### src/rtl/cache_pkg.sv
// Shared types and constants for the cache fill arbiter, the caches and the memory model.
package cache_pkg;
  localparam int unsigned BLOCK_BYTES = 16;
  localparam int unsigned WORDS       = 8;
  localparam int unsigned MEM_LAT     = 4;
  localparam logic [15:0] OFFSET_MASK = ~16'(BLOCK_BYTES - 1);

  typedef enum logic [1:0] {
    IDLE,
    FILL_I,
    FILL_D
  } fill_state_t;
endpackage

### src/rtl/fill_counter.sv
// Up-counter with enable, synchronous clear (priority over enable) and async reset.
module fill_counter #(
  parameter int unsigned W = 4
) (
  input  logic         clk,
  input  logic         rst,
  input  logic         i_en,
  input  logic         i_clr,
  output logic [W-1:0] o_count
);
  logic [W-1:0] r_count;

  always_ff @(posedge clk or posedge rst) begin
    if (rst) begin
      r_count <= '0;
    end else if (i_clr) begin
      r_count <= '0;
    end else if (i_en) begin
      r_count <= r_count + W'(1);
    end
  end

  assign o_count = r_count;
endmodule

### src/rtl/cache_fill_arbiter.sv
// Arbitrates I/D cache block fills and D-cache write-through stores onto one pipelined memory.
module cache_fill_arbiter
  import cache_pkg::*;
#(
  parameter int unsigned ADDR_W = 16,
  parameter int unsigned DATA_W = 16
) (
  input  logic              clk,
  input  logic              rst,
  input  logic              i_miss,
  input  logic [ADDR_W-1:0] i_miss_addr,
  input  logic              d_miss,
  input  logic [ADDR_W-1:0] d_miss_addr,
  input  logic              d_wr_req,
  input  logic [ADDR_W-1:0] d_wr_addr,
  input  logic [DATA_W-1:0] d_wr_data,
  output logic              d_wr_ack,
  output logic              i_fill_busy,
  output logic              d_fill_busy,
  output logic              i_data_we,
  output logic              d_data_we,
  output logic              i_tag_we,
  output logic              d_tag_we,
  output logic [ADDR_W-1:0] fill_addr,
  output logic [DATA_W-1:0] fill_data,
  output logic              mem_en,
  output logic              mem_wr,
  output logic [ADDR_W-1:0] mem_addr,
  output logic [DATA_W-1:0] mem_wdata,
  input  logic [DATA_W-1:0] mem_rdata,
  input  logic              mem_rvalid
);
  localparam int unsigned ISS_W = $clog2(WORDS + 1);
  localparam int unsigned RCV_W = $clog2(WORDS);

  fill_state_t       r_state, w_next;
  logic [ADDR_W-1:0] r_base, w_base_nxt;
  logic [ADDR_W-1:0] w_mask;
  logic [ISS_W-1:0]  w_iss;
  logic [RCV_W-1:0]  w_rcv;
  logic              w_fill, w_iss_en, w_rcv_en, w_last;

  assign w_mask   = ADDR_W'(OFFSET_MASK);
  assign w_fill   = (r_state != IDLE);
  assign w_iss_en = w_fill && (w_iss < ISS_W'(WORDS));
  assign w_rcv_en = w_fill && mem_rvalid;
  assign w_last   = w_rcv_en && (w_rcv == RCV_W'(WORDS - 1));

  fill_counter #(.W(ISS_W)) u_iss (
    .clk     (clk),
    .rst     (rst),
    .i_en    (w_iss_en),
    .i_clr   (w_last),
    .o_count (w_iss)
  );

  fill_counter #(.W(RCV_W)) u_rcv (
    .clk     (clk),
    .rst     (rst),
    .i_en    (w_rcv_en),
    .i_clr   (w_last),
    .o_count (w_rcv)
  );

  always_ff @(posedge clk or posedge rst) begin
    if (rst) begin
      r_state <= IDLE;
      r_base  <= '0;
    end else begin
      r_state <= w_next;
      r_base  <= w_base_nxt;
    end
  end

  // Outputs follow state and memory inputs within the cycle; everything is forced low during reset.
  always_comb begin
    w_next      = r_state;
    w_base_nxt  = r_base;
    d_wr_ack    = 1'b0;
    i_fill_busy = 1'b0;
    d_fill_busy = 1'b0;
    i_data_we   = 1'b0;
    d_data_we   = 1'b0;
    i_tag_we    = 1'b0;
    d_tag_we    = 1'b0;
    fill_addr   = '0;
    fill_data   = '0;
    mem_en      = 1'b0;
    mem_wr      = 1'b0;
    mem_addr    = '0;
    mem_wdata   = '0;
    if (!rst) begin
      case (r_state)
        IDLE: begin
          if (d_miss) begin
            w_next     = FILL_D;
            w_base_nxt = d_miss_addr & w_mask;
          end else if (d_wr_req) begin
            mem_en    = 1'b1;
            mem_wr    = 1'b1;
            mem_addr  = d_wr_addr;
            mem_wdata = d_wr_data;
            d_wr_ack  = 1'b1;
          end else if (i_miss) begin
            w_next     = FILL_I;
            w_base_nxt = i_miss_addr & w_mask;
          end
        end
        FILL_I, FILL_D: begin
          i_fill_busy = (r_state == FILL_I);
          d_fill_busy = (r_state == FILL_D);
          if (w_iss_en) begin
            mem_en   = 1'b1;
            mem_addr = r_base + ADDR_W'({w_iss, 1'b0});
          end
          if (mem_rvalid) begin
            fill_addr = r_base + ADDR_W'({w_rcv, 1'b0});
            fill_data = mem_rdata;
            i_data_we = (r_state == FILL_I);
            d_data_we = (r_state == FILL_D);
            if (w_last) begin
              i_tag_we = (r_state == FILL_I);
              d_tag_we = (r_state == FILL_D);
              w_next   = IDLE;
            end
          end
        end
        default: w_next = IDLE;
      endcase
    end
  end
endmodule

### config.mk
export PLATFORM = sky130hd
export DESIGN_NAME = cache_fill_arbiter
export DESIGN_NICKNAME = d
export VERILOG_FILES = /design/src/rtl/cache_pkg.sv /design/src/rtl/fill_counter.sv /design/src/rtl/cache_fill_arbiter.sv
export SDC_FILE = /design/constraint.sdc
export NUM_CORES = 1
export LEC_CHECK = 0
export BUFFER_PORTS_ARGS = -buffer_cell sky130_fd_sc_hd__buf_2
export CORE_ASPECT_RATIO = 0.75
export CORE_UTILIZATION = 42
export DETAILED_ROUTE_END_ITERATION = 10
export PLACE_DENSITY = 0.87
export SKIP_LAST_GASP = 1
export SLEW_MARGIN = 20
export SYNTH_ARGS = -nofsm -noshare
export SYNTH_HDL_FRONTEND = slang
export SYNTH_HIERARCHICAL = 1
export SYNTH_SLANG_ARGS = --single-unit
### constraint.sdc
create_clock -name clk -period 5.45 [get_ports clk]
set_clock_uncertainty 0.1 [all_clocks]
set_input_delay 1.09 -clock clk [delete_from_list [all_inputs] [get_ports clk]]
set_output_delay 1.09 -clock clk [all_outputs]
set_load 0.03 [all_outputs]
==> results by group <==
Yosys
  • Post-Syn Area per Cell: 8.09 sq um
  • Syn Nets: 332
  • Number of distinct library cells after synthesis: 35
  • Mapped Area: 0.00192 sq mm
  • Synth top area cells: dfrtp_1 (27%), and2_1 (17%), mux2i_1 (7.3%), ha_1 (5.9%), o21ai_1 (4.7%)
  • Synth Instances: 237
  • Seq/Total Area, Yosys: 27.4%
  • Leading area contributor after synthesis: dfrtp_1
  • Synthesis Warnings: 6
  • Top-area cell type share of the netlist area: 27.4%
  • Number of synthesized register bits: 21

Clock tree
  • Post-CTS setup buffer count: 0
  • CTS resizes: 0
  • CTS Root Cell: clkbuf_8
  • CTS tree: yes
  • Maximum root-to-sink buffer count: 2
  • Worst-Skew Late Latency: 260 ps
  • H-tree depth: 1
  • CTS sink cnt: 21
  • CTS buffer count: 3
  • # hold bufs at CTS: 0
  • CTS clk-pin slew, worst paths: 80 ps

Critical path
  • Slowest-stage cell, CP: and3_1
  • CP required: 4260 ps
  • R2r setup slk: 3190 ps
  • Cell Chain, Critical Path: buf_2, inv_2, and3_1, and3_1, buf_2
  • CP Capture Type: output pin
  • Kind of start point of the critical path: primary input
  • CP arrival: 2700 ps
  • Crit Path Category: primary input to output pin
  • CP max stage delay: 750 ps
  • Critical Path Fanout Max: 34

Final layout
  • Area growth, synth to finish: 40.9%
  • Fillers: 377
  • Nets: 472
  • N_diodes: 0
  • Final core utilization: 64.2%
  • Fin area: 0.00270 sq mm
  • Share of cells above drive strength 1: 42.0%

Global routing
  • Met3 Use GR: 3.31%
  • Largest net degree at the start of global routing: 35
  • First-pass GRT wire length: 7.54 mm
  • Initial antenna violation count: 0
  • Met2 Use GR: 34.8%
  • GRT Total Usage: 20.1%
  • Number of global-route vias before repair: 1667
  • Grt peak-use layer: met2
  • M1 GR Usage: 27.7%
  • GR Overflow Total: 0

Floorplanning
  • Row Count: 20
  • Initial core utilization: 45.6%
  • IO Count: 159
  • Die X-Extent: 80.0 um
  • Die ar.: 0.00484 sq mm
  • Core box area: 0.00420 sq mm
  • DIE HEIGHT: 60.5 um

Timing
  • Period Utilization, post-route: 71.4%
  • Setup violations, final: 0
  • Max Slew Vio Count: 0
  • Final Hold Viols: 0
  • Final setup margin: 1560 ps
  • Fmax achieved: 257 MHz
  • Least-Margin Pin Slew: 800 ps
  • Sum Neg Setup Slack: 0 ps
  • RSZ-0062 raised after global routing: no
  • Normalized max-slew margin: 46.7%
  • Fin crit period: 3890 ps

Run
  • Max-Cap Viols: 0

Drt
  • Wire per inst: 11.7 um
  • Routed Antenna Nets: 0
  • Drt drc: 0
  • DRT Pass-1 Iters: 4
  • Initial detailed-routing violation count: 52
  • Routed vias: 2054
  • Vias per cell: 4.77
  • Routed WL: 5.06 mm

Placement
  • Post-DP HPWL: 4.28 mm
  • Pre-CTS WS: 1530 ps
  • GPL Wtd Cong: 0.845
  • I/O Buffers: 149
  • Dpl cell area: 0.00265 sq mm

Power
  • Maximum vdd drop: 179 uV
  • Pwr Density: 388 mW/mm^2
  • Static Leakage: 1.57 nW

Outcome
  • Status: finished, final reports clean

Hold path
  • Worst min path class: flop to flop
-- cells by family after synthesis --
| family | Yosys count | share of synthesized area (%) |
|---|---|---|
| xor gates and xnor gates | 13 | 5.94 |
| AOI/OAI and AO/OA | 37 | 11.6 |
| muxes | 15 | 8.09 |
| other | 1 | 0.196 |
| buffers and inverters | 21 | 5.74 |
| DFF | 21 | 27.4 |
| and+or+nand+nor | 120 | 35.1 |
| adders and majority gates | 9 | 5.87 |
-- sequential cells by signal, summed over array words and instances (netlist names) --
| register | count |
|---|---|
| u_iss/o_count | 4 |
| r_state | 2 |
| r_base | 12 |
| u_rcv/o_count | 3 |
-- through the flow --
step | cells | hold slack [ps] | total power [mW]
2_1_floorplan | 237 | 389 | 0.775
3_3_place_gp | 427 | 453 | 0.923
3_5_place_dp | 427 | 461 | 0.946
4_1_cts | 431 | 482 | 1.05
5_1_grt | 431 | 522 | 1.13
6_report | 431 | 483 | 1.05
-- synthesized netlist by cell type --
| cell | count |
|---|---|
| mux2i_1 | 14 |
| inv_2 | 1 |
| buf_4 | 4 |
| and4_1 | 1 |
| dfrtp_1 | 21 |
| nand2_1 | 21 |
| nor2_1 | 16 |
| and2_1 | 53 |
| inv_1 | 5 |
| and3b_1 | 1 |
| nand3b_1 | 2 |
| and2b_1 | 1 |
| o21ai_0 | 3 |
| conb_1 | 1 |
| a21bo_1 | 1 |
| a2bb2oi_1 | 1 |
| a21bo_2 | 1 |
| a22oi_1 | 8 |
| o21ai_1 | 18 |
| nand2b_1 | 2 |
| ha_1 | 9 |
| mux2_4 | 1 |
| buf_6 | 1 |
| buf_2 | 7 |
| nand3_1 | 3 |
| o2bb2ai_1 | 1 |
| a21oi_1 | 4 |
| clkbuf_1 | 3 |
| xnor2_1 | 5 |
| xor2_1 | 8 |
| and4bb_4 | 1 |
| and3_1 | 4 |
| nor2b_1 | 7 |
| nand4_1 | 7 |
| or2_1 | 1 |
-- per-layer routing --
layer | wire length [um] | share of wire (%)
met2 | 2340 | 46
met1 | 2350 | 46
met3 | 352 | 7.0
met4 | 17 | 0.34
met5 | 0 | 0
-- report_power, final --
part | leakage [nW] | total [mW] | internal, mW | switching, mW
Combinational | 1.29 | 0.614 | 0.242 | 0.372
Clock | 0.0217 | 0.103 | 0.0516 | 0.0512
Sequential | 0.259 | 0.331 | 0.231 | 0.0997
-- worst paths after layout --
check                           cells after the start  startpoint                to
worst max-delay path                                5         rst          i_tag_we
worst min-delay path                                2   r_base[4]         r_base[4]
worst max register to register                      7  r_state[0]  u_iss/o_count[3]
worst min register to register                      2   r_base[4]         r_base[4]
max in group asynchronous                           2         rst         r_base[7]
min in group asynchronous                           2         rst  u_rcv/o_count[1]
-- worst max-delay path, delay by kind of cell --
kind          cells  cell delay, ps
buf+inv           3             610
simple gates      2            1000
-- cell type report --
class                   count  area [sq um]  share of cell area (%)
repair buffers            150           753                    27.9
clock buffers               3          41.3                    1.53
flip-flops and latches     21           526                    19.5
well taps                  55          68.8                    2.55
multi-input cells         195          1280                    47.5
clock inverters             1          7.51                   0.278
inverters                   6          22.5                   0.834
-- cell usage in the layout, fill, tap and decap left out, types with 2 or more instances in the layout --
| cell | n |
|---|---|
| a21oi_1 | 4 |
| nand4_1 | 7 |
| nand3b_1 | 2 |
| inv_1 | 5 |
| mux2i_1 | 14 |
| nand2b_1 | 2 |
| buf_2 | 149 |
| xnor2_1 | 5 |
| o21ai_1 | 18 |
| and2_1 | 53 |
| dfrtp_1 | 21 |
| clkbuf_8 | 3 |
| o21ai_0 | 3 |
| nand3_1 | 3 |
| xor2_1 | 8 |
| ha_1 | 9 |
| nor2_1 | 16 |
| nand2_1 | 21 |
| and3_1 | 4 |
| nor2b_1 | 7 |
| a22oi_1 | 8 |
Power figures use the tool's default switching activity.
